===== src/rtl/regfile_pkg.sv =====
// Shared types and helpers for the register-file scanner.
package regfile_pkg;

  typedef enum logic [1:0] {IDLE, RUN, DRAIN} scan_state_t;

  localparam int NREGS_DEFAULT = 8;
  localparam int RSIZE_DEFAULT = 8;

  // Register index advance, wrapping at an arbitrary (non power-of-two) size.
  function automatic int unsigned next_idx(input int unsigned idx, input int unsigned nregs);
    return (idx == nregs - 1) ? 0 : idx + 1;
  endfunction

endpackage


===== src/rtl/regfile_scanner_out.sv =====
// Single-entry valid/ready holding register for one {tag, data} word.
module scan_out_reg #(
  parameter int IW    = 3,
  parameter int RSIZE = 8
) (
  input  logic             i_clk,
  input  logic             i_rst,
  input  logic             i_load,
  input  logic [IW-1:0]    i_tag,
  input  logic [RSIZE-1:0] i_data,
  input  logic             i_ready,
  output logic             o_valid,
  output logic [IW-1:0]    o_tag,
  output logic [RSIZE-1:0] o_data,
  output logic             o_free
);

  logic             r_valid;
  logic [IW-1:0]    r_tag;
  logic [RSIZE-1:0] r_data;

  // Loading is only requested while free, so a load may overlap the outgoing transfer.
  always_ff @(posedge i_clk) begin
    if (i_rst) begin
      r_valid <= 1'b0;
      r_tag   <= '0;
      r_data  <= '0;
    end else if (i_load) begin
      r_valid <= 1'b1;
      r_tag   <= i_tag;
      r_data  <= i_data;
    end else if (r_valid && i_ready) begin
      r_valid <= 1'b0;
    end
  end

  assign o_free  = !r_valid || i_ready;
  assign o_valid = r_valid;
  assign o_tag   = r_tag;
  assign o_data  = r_data;

endmodule


===== src/rtl/regfile_scanner.sv =====
// Walks a wrap-around index range of a register file and streams each word
// out on a valid/ready port tagged with its index.
module regfile_scanner
  import regfile_pkg::*;
#(
  parameter  int NREGS = NREGS_DEFAULT,
  parameter  int RSIZE = RSIZE_DEFAULT,
  localparam int IW    = $clog2(NREGS)
) (
  input  logic             clk_i,
  input  logic             rst_i,
  input  logic             start_i,
  input  logic [IW-1:0]    first_i,
  input  logic [IW:0]      count_i,
  output logic [IW-1:0]    idx_o,
  input  logic [RSIZE-1:0] rdata_i,
  output logic [RSIZE-1:0] data_o,
  output logic [IW-1:0]    tag_o,
  output logic             valid_o,
  input  logic             ready_i,
  output logic             busy_o,
  output logic             done_o
);

  localparam logic [IW:0] NREGS_W = (IW+1)'(NREGS);
  localparam logic [IW:0] REM_ONE = (IW+1)'(1);

  scan_state_t   r_state;
  scan_state_t   w_state_nxt;
  logic [IW-1:0] r_idx;
  logic [IW:0]   r_rem;
  logic          r_done;
  logic [IW:0]   w_count;
  logic          w_free;
  logic          w_load;
  logic          w_xfer;
  logic          w_last_xfer;

  // A zero count or one beyond the file size both mean a full pass.
  assign w_count = (count_i == '0 || count_i > NREGS_W) ? NREGS_W : count_i;
  assign w_xfer  = valid_o && ready_i;
  assign w_load  = (r_state == RUN) && w_free;

  always_ff @(posedge clk_i) begin
    if (rst_i) r_state <= IDLE;
    else       r_state <= w_state_nxt;
  end

  always_comb begin
    w_state_nxt = r_state;
    w_last_xfer = 1'b0;
    case (r_state)
      IDLE:    if (start_i) w_state_nxt = RUN;
      RUN:     if (w_load && r_rem == REM_ONE) w_state_nxt = DRAIN;
      DRAIN: begin
        if (w_xfer) begin
          w_state_nxt = IDLE;
          w_last_xfer = 1'b1;
        end
      end
      default: w_state_nxt = IDLE;
    endcase
  end

  // Index/remaining counters advance only on a capture, so stalls hold the scan point.
  always_ff @(posedge clk_i) begin
    if (rst_i) begin
      r_idx  <= '0;
      r_rem  <= '0;
      r_done <= 1'b0;
    end else begin
      r_done <= w_last_xfer;
      if (r_state == IDLE && start_i) begin
        r_idx <= first_i;
        r_rem <= w_count;
      end else if (w_load) begin
        r_idx <= IW'(next_idx(32'(r_idx), NREGS));
        r_rem <= r_rem - REM_ONE;
      end
    end
  end

  scan_out_reg #(
    .IW    (IW),
    .RSIZE (RSIZE)
  ) u_out (
    .i_clk   (clk_i),
    .i_rst   (rst_i),
    .i_load  (w_load),
    .i_tag   (r_idx),
    .i_data  (rdata_i),
    .i_ready (ready_i),
    .o_valid (valid_o),
    .o_tag   (tag_o),
    .o_data  (data_o),
    .o_free  (w_free)
  );

  assign idx_o  = r_idx;
  assign busy_o = (r_state != IDLE);
  assign done_o = r_done;

endmodule

===== config.mk =====
export PLATFORM = sky130hd
export DESIGN_NAME = regfile_scanner
export DESIGN_NICKNAME = d
export VERILOG_FILES = /design/src/rtl/regfile_pkg.sv /design/src/rtl/regfile_scanner_out.sv /design/src/rtl/regfile_scanner.sv
export SDC_FILE = /design/constraint.sdc
export NUM_CORES = 1
export LEC_CHECK = 0
export CAP_MARGIN = 20
export CORE_MARGIN = 2
export CORE_UTILIZATION = 25
export CTS_CLUSTER_SIZE = 28
export DETAILED_ROUTE_END_ITERATION = 10
export RECOVER_POWER = 50
export REMOVE_ABC_BUFFERS = 1
export SLEW_MARGIN = 20
export SYNTH_ARGS = -nofsm -noshare
export SYNTH_HDL_FRONTEND = slang
export SYNTH_SLANG_ARGS = --single-unit

===== constraint.sdc =====
create_clock -name clk_i -period 1.6 [get_ports clk_i]
set_input_delay 0.16 -clock clk_i [delete_from_list [all_inputs] [get_ports clk_i]]
set_output_delay 0.16 -clock clk_i [all_outputs]
set_load 0.005 [all_outputs]

# Word level (Yosys, flattened, before mapping)
# Cells that the tools add are included.
[classes]
n_addsub = 2
n_lt_le_gt_ge = 1
eq_ne = 7
mux = 13
bitwise_logic = 1
n_reduce_logical = 14
[op_table]
columns = ["op", "n"]
rows = [
  ["$mux 4", 3],
  ["$mux 3", 3],
  ["$mux 2", 3],
  ["$pmux 2 s3", 1],
  ["$reduce_bool 2->1", 3],
  ["$eq 4x1->1 const B", 1],
  ["$gt 4x4->1 const B", 1],
  ["$logic_and 1x1->1", 4],
  ["$logic_not 4->1", 1],
  ["$ne 2x2->1 const B", 2],
  ["$sub 4x1->4 const B", 1],
  ["$add 3x1->3 const B", 1],
  ["$eq 3x3->1 const B", 1],
  ["$mux 1", 3],
  ["$reduce_and 3->1", 1],
  ["$eq 2x1->1 const B", 1],
  ["$eq 2x2->1 const B", 1],
  ["$logic_not 2->1", 1],
  ["$logic_or 1x1->1", 2],
  ["$ne 2x1->1 const B", 1],
  ["$reduce_or 2->1", 1],
  ["$logic_not 1->1", 1],
  ["$not 1->1", 1],
]
[word_totals]
ff_bits = 22
in_bits = 19
wordCells = 45

# Depth between registers and ports, before layout
# Gate-level depths: netlist (run 1).
[depth]
word_depth = 6
depth_mapped = 5

# Hierarchy
# A second synthesis (run 1) with hierarchy kept.
[unflattened]
cells_unflattened = 109
hier_area_um2 = 1074.8
[modules_own_cells]
columns = ["module", "instances", "cells_each", "area_each_um2", "seq_area_each_um2"]
rows = [
  ["regfile_scanner", 1, 70, 651.9, 200.2],
  ["scan_out_reg", 1, 39, 422.9, 240.2],
]

# Worst setup path after synthesis (run 1)
# OpenSTA, ideal clock, no wires.
[synth_timing]
path_kind = "register to register"
startpoint = "register r_idx[0], in the netlist idx_o[0]"
endpoint = "register r_idx[0], in the netlist idx_o[0]"
t_arrival_ns = 1.330
required_time_ns = 1.526
slack_ns = 0.196
path_stages_with_launch = 5
synth_period_minus_slack_ns = 1.404
cell_sequence = "dfxtp_1 ha_1 ha_1 or4_1 a31oi_1"
[synth_via]
elab_chain_cells = 4
[synth_lines]
columns = ["element", "line_no", "source"]
rows = [
  ["start: declaration", "regfile_scanner.sv:30", "logic [IW-1:0] r_idx;"],
  ["start signal: assignment", "regfile_scanner.sv:74", "r_idx <= first_i;"],
  ["start signal: assignment", "regfile_scanner.sv:77", "r_idx <= IW'(next_idx(32'(r_idx), NREGS));"],
  ["$add 3x1->3 or $eq 3x3->1 (tied branches)", "regfile_pkg.sv:11", "return (idx == nregs - 1) ? 0 : idx + 1;"],
  ["$mux 3 *", "regfile_pkg.sv:11", ""],
  ["$mux 3 *", "regfile_scanner.sv:76", "end else if (w_load) begin"],
  ["$mux 3 *", "regfile_scanner.sv:73", "if (r_state == IDLE && start_i) begin"],
]
# Every way passes the cells marked *; elsewhere a longest branch is shown, timed or not. The select of a mux whose other input is x is not followed.
# A chain may end at the register's enable or synchronous reset.

# Worst setup path in the final report (run 1)
[layout_timing]
startpoint = "register r_state[1]"
endpoint = "output busy_o"
[layout_via]
elab_chain_cells = 1
[layout_lines]
columns = ["element", "line_no", "source"]
rows = [
  ["start: declaration", "regfile_scanner.sv:28", "scan_state_t r_state;"],
  ["start signal: assignment", "regfile_scanner.sv:46", "else r_state <= w_state_nxt;"],
  ["$reduce_bool 2->1", "regfile_scanner.sv:100", "assign busy_o = (r_state != IDLE);"],
  ["end: declaration", "regfile_scanner.sv:21", "output logic busy_o,"],
]
# Every way passes these cells.

==> results of run 1 <==
## cells in the final DEF, fill, tap and decap left out, types with 2 or more instances in the layout
cell type / n
nor4_1: 2
nor3_1: 3
o31ai_1: 2
nand2_1: 4
clkbuf_1: 2
nand3_1: 11
dfxtp_1: 20
clkbuf_8: 3
a311oi_1: 2
ha_1: 4
buf_4: 11
inv_1: 6
dfxtp_2: 2
o21ai_0: 11
nand4b_1: 2
clkdlybuf4s50_1: 22
nor2b_1: 2
or4_1: 3
dlygate4sd3_1: 13
o211ai_1: 2
a21oi_1: 18
a31oi_1: 2
nor2_1: 3
## logic make-up (layout without fill, tap and decap cells)
| family | count (synthesis) | in the layout |
|---|---|---|
| AOI/OAI and AO/OA | 41 | 41 |
| and+or+nand+nor | 39 | 39 |
| DFF | 22 | 22 |
| buffers and inverters | 17 | 58 |
| adders and majority gates | 4 | 4 |
## critical path, delay by kind of cell (launching register included)
family,cells,cell delay [ns]
simple gates,1,0.30
buf+inv,1,0.44
flops,1,0.36
## power by group
group | total (mW) | internal [mW] | switching [mW]
Combinational | 0.331 | 0.181 | 0.150
Sequential | 0.630 | 0.594 | 0.0364
Clock | 0.339 | 0.168 | 0.171
## cells in the mapped netlist, types with 3 or more instances
| cell | count | area (um2) |
|---|---|---|
| nand3_1 | 11 | 55.1 |
| dfxtp_1 | 22 | 440 |
| a21oi_1 | 18 | 90.1 |
| clkbuf_1 | 7 | 26.3 |
| nor3_1 | 3 | 15.0 |
| inv_1 | 6 | 22.5 |
| nor2_1 | 3 | 11.3 |
| ha_1 | 4 | 50.1 |
| or4_1 | 3 | 22.5 |
| nand2_1 | 4 | 15.0 |
| o21ai_0 | 11 | 55.1 |
## area by class of cell
type	instances	area [um2]
Tap cell	50	62.6
Timing Repair Buffer	49	445
Fill cell	419	2490
Multi-Input combinational cell	84	528
Clock buffer	3	41.3
Inverter	6	22.5
Sequential cell	22	443
## through the flow
stage | cell area, um2 | hold slack (ns)
CTS | 1550 | 0.451
global placement | 1510 | 0.458
detailed placement | 1510 | 0.470
finish | 1540 | 0.452
global route | 1540 | 0.480
floorplan | 991 | 0.229
## routing by layer
metal,share of wire [%],up-vias,track usage [%]
met1,45,495,17.6
met2,48,35,20.9
met5,0,-,0
met4,1.0,0,4.41
li1,-,538,-
met3,5.7,4,2.60
## sequential cells by signal, indices dropped and copies added (netlist names)
name / count
u_out.o_valid: 1
r_state: 2
u_out.o_data: 8
u_out.o_tag: 3
r_rem: 4
idx_o: 3
done_o: 1
## how the worst max path moves through the flow
| stage | from | endpoint | slack (ns) | cells past startpoint |
|---|---|---|---|---|
| 6_report | r_state[1] | busy_o | 0.07 | 2 |
| 3_5_place_dp | ready_i | r_rem[3] | -0.13 | 5 |
| 4_1_cts | r_state[0] | busy_o | 0.01 | 2 |
| 5_1_grt | r_state[1] | busy_o | 0.01 | 2 |
| 2_1_floorplan | r_state[0] | r_rem[0] | -0.07 | 3 |
| 3_3_place_gp | ready_i | r_rem[3] | -0.08 | 5 |
==> metrics.cfg, run 1 <==
[final_layout]
fin_util_pct=38.3
nets=189
stdcell_count=214
areaGrowthSynthToFinish_pct=47.0
drive_above_1_share_pct=12.8
n_antenna_cell=0

[floorplanning]
die_h_um=68.8
rows=23
die_w_um=68.8
core_um2=4030
start_util_pct=26.1
ios=36
dieArea_um2=4730

[setup_path]
crit_path_max_fanout=9
rr_worst_depth=3
reg2reg_to=r_rem[3]
crit_required_ns=1.44
crit_slowest_cell=clkdlybuf4s50_1
critPathLaunchType=flip-flop
critPathCaptureType=output pin
timing.rr.start=r_rem[0]
critical_path_arrival_ns=1.37
cp_cell_sequence=or2_2 -> clkdlybuf4s50_1
crit_type=reg2out
cpPeakStageDelay_ns=0.44
r2r_slack_ns=0.14

[route]
drc=0
routedWlPerCell_um=13.4
vias_per_cell=5.01
ant_nets=0
drt-initial-drc-count=49
dr_total_vias=1072
drt-pass1-iter-count=4
routed_wl_um=2860

[placement]
hpwl_um=2180
preCtsSetupSlack_ns=-0.126
io_buffers=35
routabilityCongestion=0.841
dp_cells=211

[synthesis]
synthXorXnorAreaFrac_pct=0
synthArstFlopShare_pct=0
syn_inst=123
yosys_register_bits=22
synth_edf_count=0
synthFlopType=dfxtp_1
synthMuxAreaShare_pct=0
syn_area_per_cell_um2=8.53
ys.warnings.count=0
synth_top_family_by_area=compound AO/OA/AOI/OAI gates
synth-compound-area-share_pct=23.4
synth_fa_ha_area_share_pct=4.77
synth.yosys.seq_area_share_pct=42.0
synthDistinctLibCells=33
synth-simple-area-share_pct=22.2
synthesis.area_um2=1050

[timing]
fin_crit_sh_pct=95.4
fin_crit_ns=1.53
setup_viol=0
hold_viol=0
fin_skew_ns=0.00168
rsz0062_at_grt=false
fmax_mhz=655
tightest_slew_ns=0.419
setup_slack_ns=0.0742
setup_tns_ns=0
relSlewSlack_pct=72.0
maxSlewViolCount=0

[global_route]
antenna_found_initial=0
grt_overflow=0
grt_pass1_wl_um=4550
grt_max_degree=13
grt_pass1_vias=996
grtUsageTotal_pct=13.1

[job]
cap_viol_max_count=0

[power]
peakVddDrop_uv=335
cellLeakagePower_nw=0.603
power_mw=1.30
power_density_nw_per_um2=843

[hold_path]
hold_depth=3
min_from=rdata_i[5]
hold-path-endpoint=u_out.o_data[5]
min_path_type=in2reg

[cts]
cts.hold.buffers_added=0
cts_setup_buffers=0
clock_path_buffers=2
root_buffer=clkbuf_8
cts_resized=0
clkTransAtPathRegs_ns=0.07
tritoncts=yes
cts_buffers=3
worstSkewPairLatency_ns=0.26
cts_sinks=22
htree_levels=1

[run_status]
status=completed

Power figures use the tool's default switching activity.
==> inputs of run 2 (changes only) <==
Settings changed: CORE_MARGIN 2 to not set.
==> metrics.cfg, run 2 (synthesized netlist as in run 1, its figures left out) <==
[final_layout]
areaGrowthSynthToFinish_pct=49.5
final_common_cell=clkdlybuf4s50_1
final_cell_mix=25 x clkdlybuf4s50_1, 19 x dfxtp_1, 18 x a21oi_1, 11 x nand3_1, 11 x o21ai_0
fin_util_pct=38.9  ; +0.65 points
num-fill-cells=414  ; -1.2%
drive_above_1_share_pct=14.3  ; +1.5 points
finalInstanceArea_um2=1570  ; +1.7%
n_antenna_cell=0  ; unchanged
nets=185  ; -2.1%
largest_register_ff_count=8  ; unchanged

[power]
power_mw=1.48  ; +14%
power_density_nw_per_um2=943  ; +12%
peakVddDrop_uv=415  ; +24%
cellLeakagePower_nw=0.602  ; -0.25%

[cts]
clkTransAtPathRegs_ns=0.08  ; about the same
root_buffer=clkbuf_8
cts_sinks=22  ; unchanged
tritoncts=yes
htree_levels=1  ; unchanged
cts_buffers=3  ; unchanged
worstSkewPairLatency_ns=0.26  ; about the same
cts_setup_buffers=0  ; unchanged
clock_path_buffers=2  ; unchanged
cts.hold.buffers_added=0  ; unchanged

[timing]
tightest_slew_ns=0.293  ; -0.126 ns
setup_tns_ns=0  ; unchanged
fin_crit_ns=1.52  ; -0.00588 ns
fin_crit_sh_pct=95.0  ; -0.37 points
maxSlewViolCount=0  ; unchanged
hold_viol=0  ; unchanged
relSlewSlack_pct=80.4  ; +8.4 points
rsz0062_at_grt=false
setup_viol=0  ; unchanged
fmax_mhz=658  ; +0.39%
fin_skew_ns=0.00540  ; +0.00372 ns

[setup_path]
critPathCaptureType=output pin
critPathLaunchType=flip-flop
crit_type=reg2out
crit_required_ns=1.44  ; about the same
crit_path_max_fanout=9  ; unchanged
critical_path_arrival_ns=1.36  ; about the same

[job]
cap_viol_max_count=0  ; unchanged

[route]
drt-initial-drc-count=83  ; +69%
ant_nets=0  ; unchanged
drt-pass1-iter-count=4  ; unchanged
vias_per_cell=4.96  ; -0.94%
drc=0  ; unchanged
dr_total_vias=1047  ; -2.3%
routed_wl_um=2710  ; -5.3%
routedWlPerCell_um=12.9  ; -3.9%

[global_route]
grt_pass1_vias=1041  ; +4.5%
grt_overflow=0  ; unchanged
grt_max_degree=24  ; +11
antenna_found_initial=0  ; unchanged
grt_pass1_wl_um=4640  ; +2.0%
grtUsageTotal_pct=13.4  ; +0.32 points

[floorplanning]
dieArea_um2=4460  ; -5.7%
start_util_pct=26.1  ; unchanged
ios=36  ; unchanged
die_h_um=66.8  ; -2.9%
core_um2=4030  ; unchanged
die_w_um=66.8  ; -2.9%
rows=23  ; unchanged

[run_status]
status=completed

[hold_path]
min_path_type=in2reg

[placement]
hpwl_um=2000  ; -8.0%
dpl_cell_area_um2=1490  ; -1.2%
io_buffers=35  ; unchanged
routabilityCongestion=0.778  ; -7.5%

run 2: changes by cell type in the layout (fill, tap and decap cells not counted), sizes merged:
cell and delta:
dlygate4sd3 -3, clkbuf -1, bufinv +1, clkdlybuf4s50 +3, buf -3
run 2: worst paths after layout:
check | from | endpoint | slack [ns] | cells after the start
max | r_state[1] | busy_o | 0.08 | 2
min | rdata_i[1] | u_out.o_data[1] | 0.45 | 3
max reg2reg | idx_o[0] | idx_o[0] | 0.10 | 4
min reg2reg | u_out.o_data[2] | u_out.o_data[2] | 0.47 | 2
run 2: power by group:
| group | total, mW | switching (mW) | leakage, nW | internal [mW] |
|---|---|---|---|---|
| Clock | 0.517 | 0.183 | 0.0357 | 0.334 |
| Combinational | 0.330 | 0.147 | 0.384 | 0.182 |
| Sequential | 0.634 | 0.0394 | 0.182 | 0.594 |
| Total | 1.48 | 0.369 | 0.602 | 1.11 |
run 2: cell type report:
type	count	area [um2]	share of cell area (%)
clock inverter	1	30.0	1.91
multi-input combinational	84	537	34.2
timing repair buffer	45	432	27.5
tap	50	62.6	3.99
clock buffer	3	41.3	2.63
sequential	22	444	28.3
inverter	6	22.5	1.44
run 2: repair_timing:
action                                  4_1_cts  5_1_grt
gates resized for setup                       0        6
hold endpoints to repair                      0        0
endpoints found under the setup margin        0        4
run 2: per-layer routing:
metal	up-vias	share of wire, %	track usage (%)
li1	530	-	-
met1	482	47	17.6
met2	29	48	21.6
met3	6	3.4	1.37
met4	0	1.5	6.65
met5	-	0	0
run 2: stage by stage:
stage	instances	hold WS, ns	setup WS (ns)
after CTS	211	0.451	0.0320
after detailed placement	207	0.470	-0.115
final	211	0.455	0.0801
after floorplan	112	0.229	-0.0741
after global routing	211	0.453	0.0108
after global placement	207	0.458	-0.0769
run 2: worst max-delay path, stage by stage, from the launching register on:
cell and delay [ns]:
dfxtp_2 0.37, or2_2 0.29, clkdlybuf4s50_1 0.44
==> inputs of run 3 (changes only) <==
Settings changed: MAX_ROUTING_LAYER set to met4.
==> metrics.cfg, run 3 (synthesized netlist as in run 1, its figures left out) <==
[setup_path]
crit_path_max_fanout=9  ; unchanged
crit_type=reg2out
rr_worst_depth=4  ; unchanged
critical_path_arrival_ns=1.36  ; about the same
crit_required_ns=1.44  ; about the same
critPathCaptureType=output pin
critPathLaunchType=flip-flop

[final_layout]
nets=185  ; unchanged
final_common_cell=clkdlybuf4s50_1
final_cell_mix=25 x clkdlybuf4s50_1, 19 x dfxtp_1, 18 x a21oi_1, 11 x nand3_1, 11 x o21ai_0
areaGrowthSynthToFinish_pct=49.5  ; unchanged
finalInstanceArea_um2=1570  ; unchanged
largest_register_ff_count=8  ; unchanged
n_antenna_cell=0  ; unchanged
drive_above_1_share_pct=14.3  ; unchanged
num-fill-cells=414  ; unchanged

[global_route]
grtUsageTotal_pct=13.8  ; +0.39 points
grt_overflow=0  ; unchanged
grt_pass1_wl_um=4660  ; +0.45%
antenna_found_initial=0  ; unchanged
grt_max_degree=24  ; unchanged
grt_pass1_vias=1040  ; -0.096%

[power]
p_int_mw=1.11  ; about the same
p_comb_share_pct=22.3  ; about the same
power_density_nw_per_um2=943  ; about the same
seqPwrFrac_pct=42.8  ; about the same
peakVddDrop_uv=415  ; about the same
power.switching_mw=0.370  ; about the same
cellLeakagePower_nw=0.602  ; unchanged
p_clk_share_pct=34.9  ; about the same
p_sw_share_pct=25.0  ; about the same

[job]
cap_viol_max_count=0  ; unchanged

[cts]
clock_path_buffers=2  ; unchanged
cts_sinks=22  ; unchanged
tritoncts=yes
root_buffer=clkbuf_8
cts_setup_buffers=0  ; unchanged
htree_levels=1  ; unchanged
clkTransAtPathRegs_ns=0.08  ; about the same
cts_buffers=3  ; unchanged
worstSkewPairLatency_ns=0.26  ; about the same

[timing]
setup_viol=0  ; unchanged
maxSlewViolCount=0  ; unchanged
fin_crit_sh_pct=95.0  ; about the same
fin_skew_ns=0.00567  ; +0.000269 ns
hold_viol=0  ; unchanged
rsz0062_at_grt=false
setup_tns_ns=0  ; unchanged
relSlewSlack_pct=80.5  ; +0.12 points
fmax_mhz=658  ; about the same
tightest_slew_ns=0.291  ; -0.00182 ns
fin_crit_ns=1.52  ; -0.000205 ns

[floorplanning]
core_um2=4030  ; unchanged
ios=36  ; unchanged
start_util_pct=26.1  ; unchanged
die_h_um=66.8  ; unchanged
die_w_um=66.8  ; unchanged
rows=23  ; unchanged
dieArea_um2=4460  ; unchanged

[route]
routed_wl_um=2720  ; +0.22%
drt-pass1-iter-count=4  ; unchanged
ant_nets=0  ; unchanged
routedWlPerCell_um=12.9  ; +0.22%
drc=0  ; unchanged
drt-initial-drc-count=84  ; +1.2%
dr_total_vias=1050  ; +0.29%
vias_per_cell=4.98  ; +0.29%

[hold_path]
hold_depth=3  ; unchanged
min_path_type=in2reg

[placement]
io_buffers=35  ; unchanged
routabilityCongestion=0.789  ; +1.4%
dpl_cell_area_um2=1490  ; unchanged
hpwl_um=2000  ; unchanged

[run_status]
status=completed

[run 3: cell counts in the layout (fill, tap and decap cells not counted)]
Identical to the previous run, type by type.
[run 3: what timing repair did]
| item | CTS | global route |
|---|---|---|
| hold buffers | 0 | 0 |
| endpoints found under the setup margin | 0 | 4 |
| resized for setup | 0 | 6 |
[run 3: metal layers]
layer / up-vias / wire, um / global-route usage [%] / part of all wire [%]
met1: 485 / 1280 / 17.8 / 47
met2: 31 / 1310 / 21.5 / 48
met3: 4 / 95 / 1.37 / 3.5
met5: - / 0 / - / 0
met4: 0 / 34 / 6.65 / 1.3
li1: 530 / - / - / -
[run 3: worst paths after layout]
check	slack, ns	end	start
setup reg to reg	0.09	idx_o[0]	idx_o[0]
hold / removal	0.45	u_out.o_data[1]	rdata_i[1]
setup / recovery	0.08	busy_o	r_state[1]
hold reg to reg	0.47	u_out.o_data[2]	u_out.o_data[2]
[run 3: critical path: stages, from the launching register on]
cell and delay (ns):
dfxtp_2 0.37, or2_2 0.29, clkdlybuf4s50_1 0.44
[run 3: power by group through the flow]
stage / Combinational (mW) / Sequential [mW] / Clock [mW]
3_5_place_dp: 0.332 / 0.645 / 0
6_report: 0.330 / 0.634 / 0.517
2_1_floorplan: 0.142 / 0.640 / 0
3_3_place_gp: 0.322 / 0.643 / 0
4_1_cts: 0.333 / 0.632 / 0.527
5_1_grt: 0.370 / 0.641 / 0.562
[run 3: final cells by class]
cell class | instances | area [um2] | area share [%]
Clock inverter | 1 | 30.0 | 1.91
Timing Repair Buffer | 45 | 432 | 27.5
Clock buffer | 3 | 41.3 | 2.63
Inverter | 6 | 22.5 | 1.44
Tap cell | 50 | 62.6 | 3.99
Multi-Input combinational cell | 84 | 537 | 34.2
Sequential cell | 22 | 444 | 28.3
[run 3: metrics by stage]
| step | setup slack [ns] | power, mW | cells | util (%) | hold slack (ns) |
|---|---|---|---|---|---|
| after detailed placement | -0.115 | 0.977 | 207 | 37.0 | 0.470 |
| after global routing | 0.0108 | 1.57 | 211 | 38.9 | 0.453 |
| after global placement | -0.0769 | 0.965 | 207 | 37.0 | 0.458 |
| after CTS | 0.0320 | 1.49 | 211 | 38.8 | 0.451 |
| after floorplan | -0.0741 | 0.782 | 112 | - | 0.229 |
| final | 0.0803 | 1.48 | 211 | 38.9 | 0.455 |
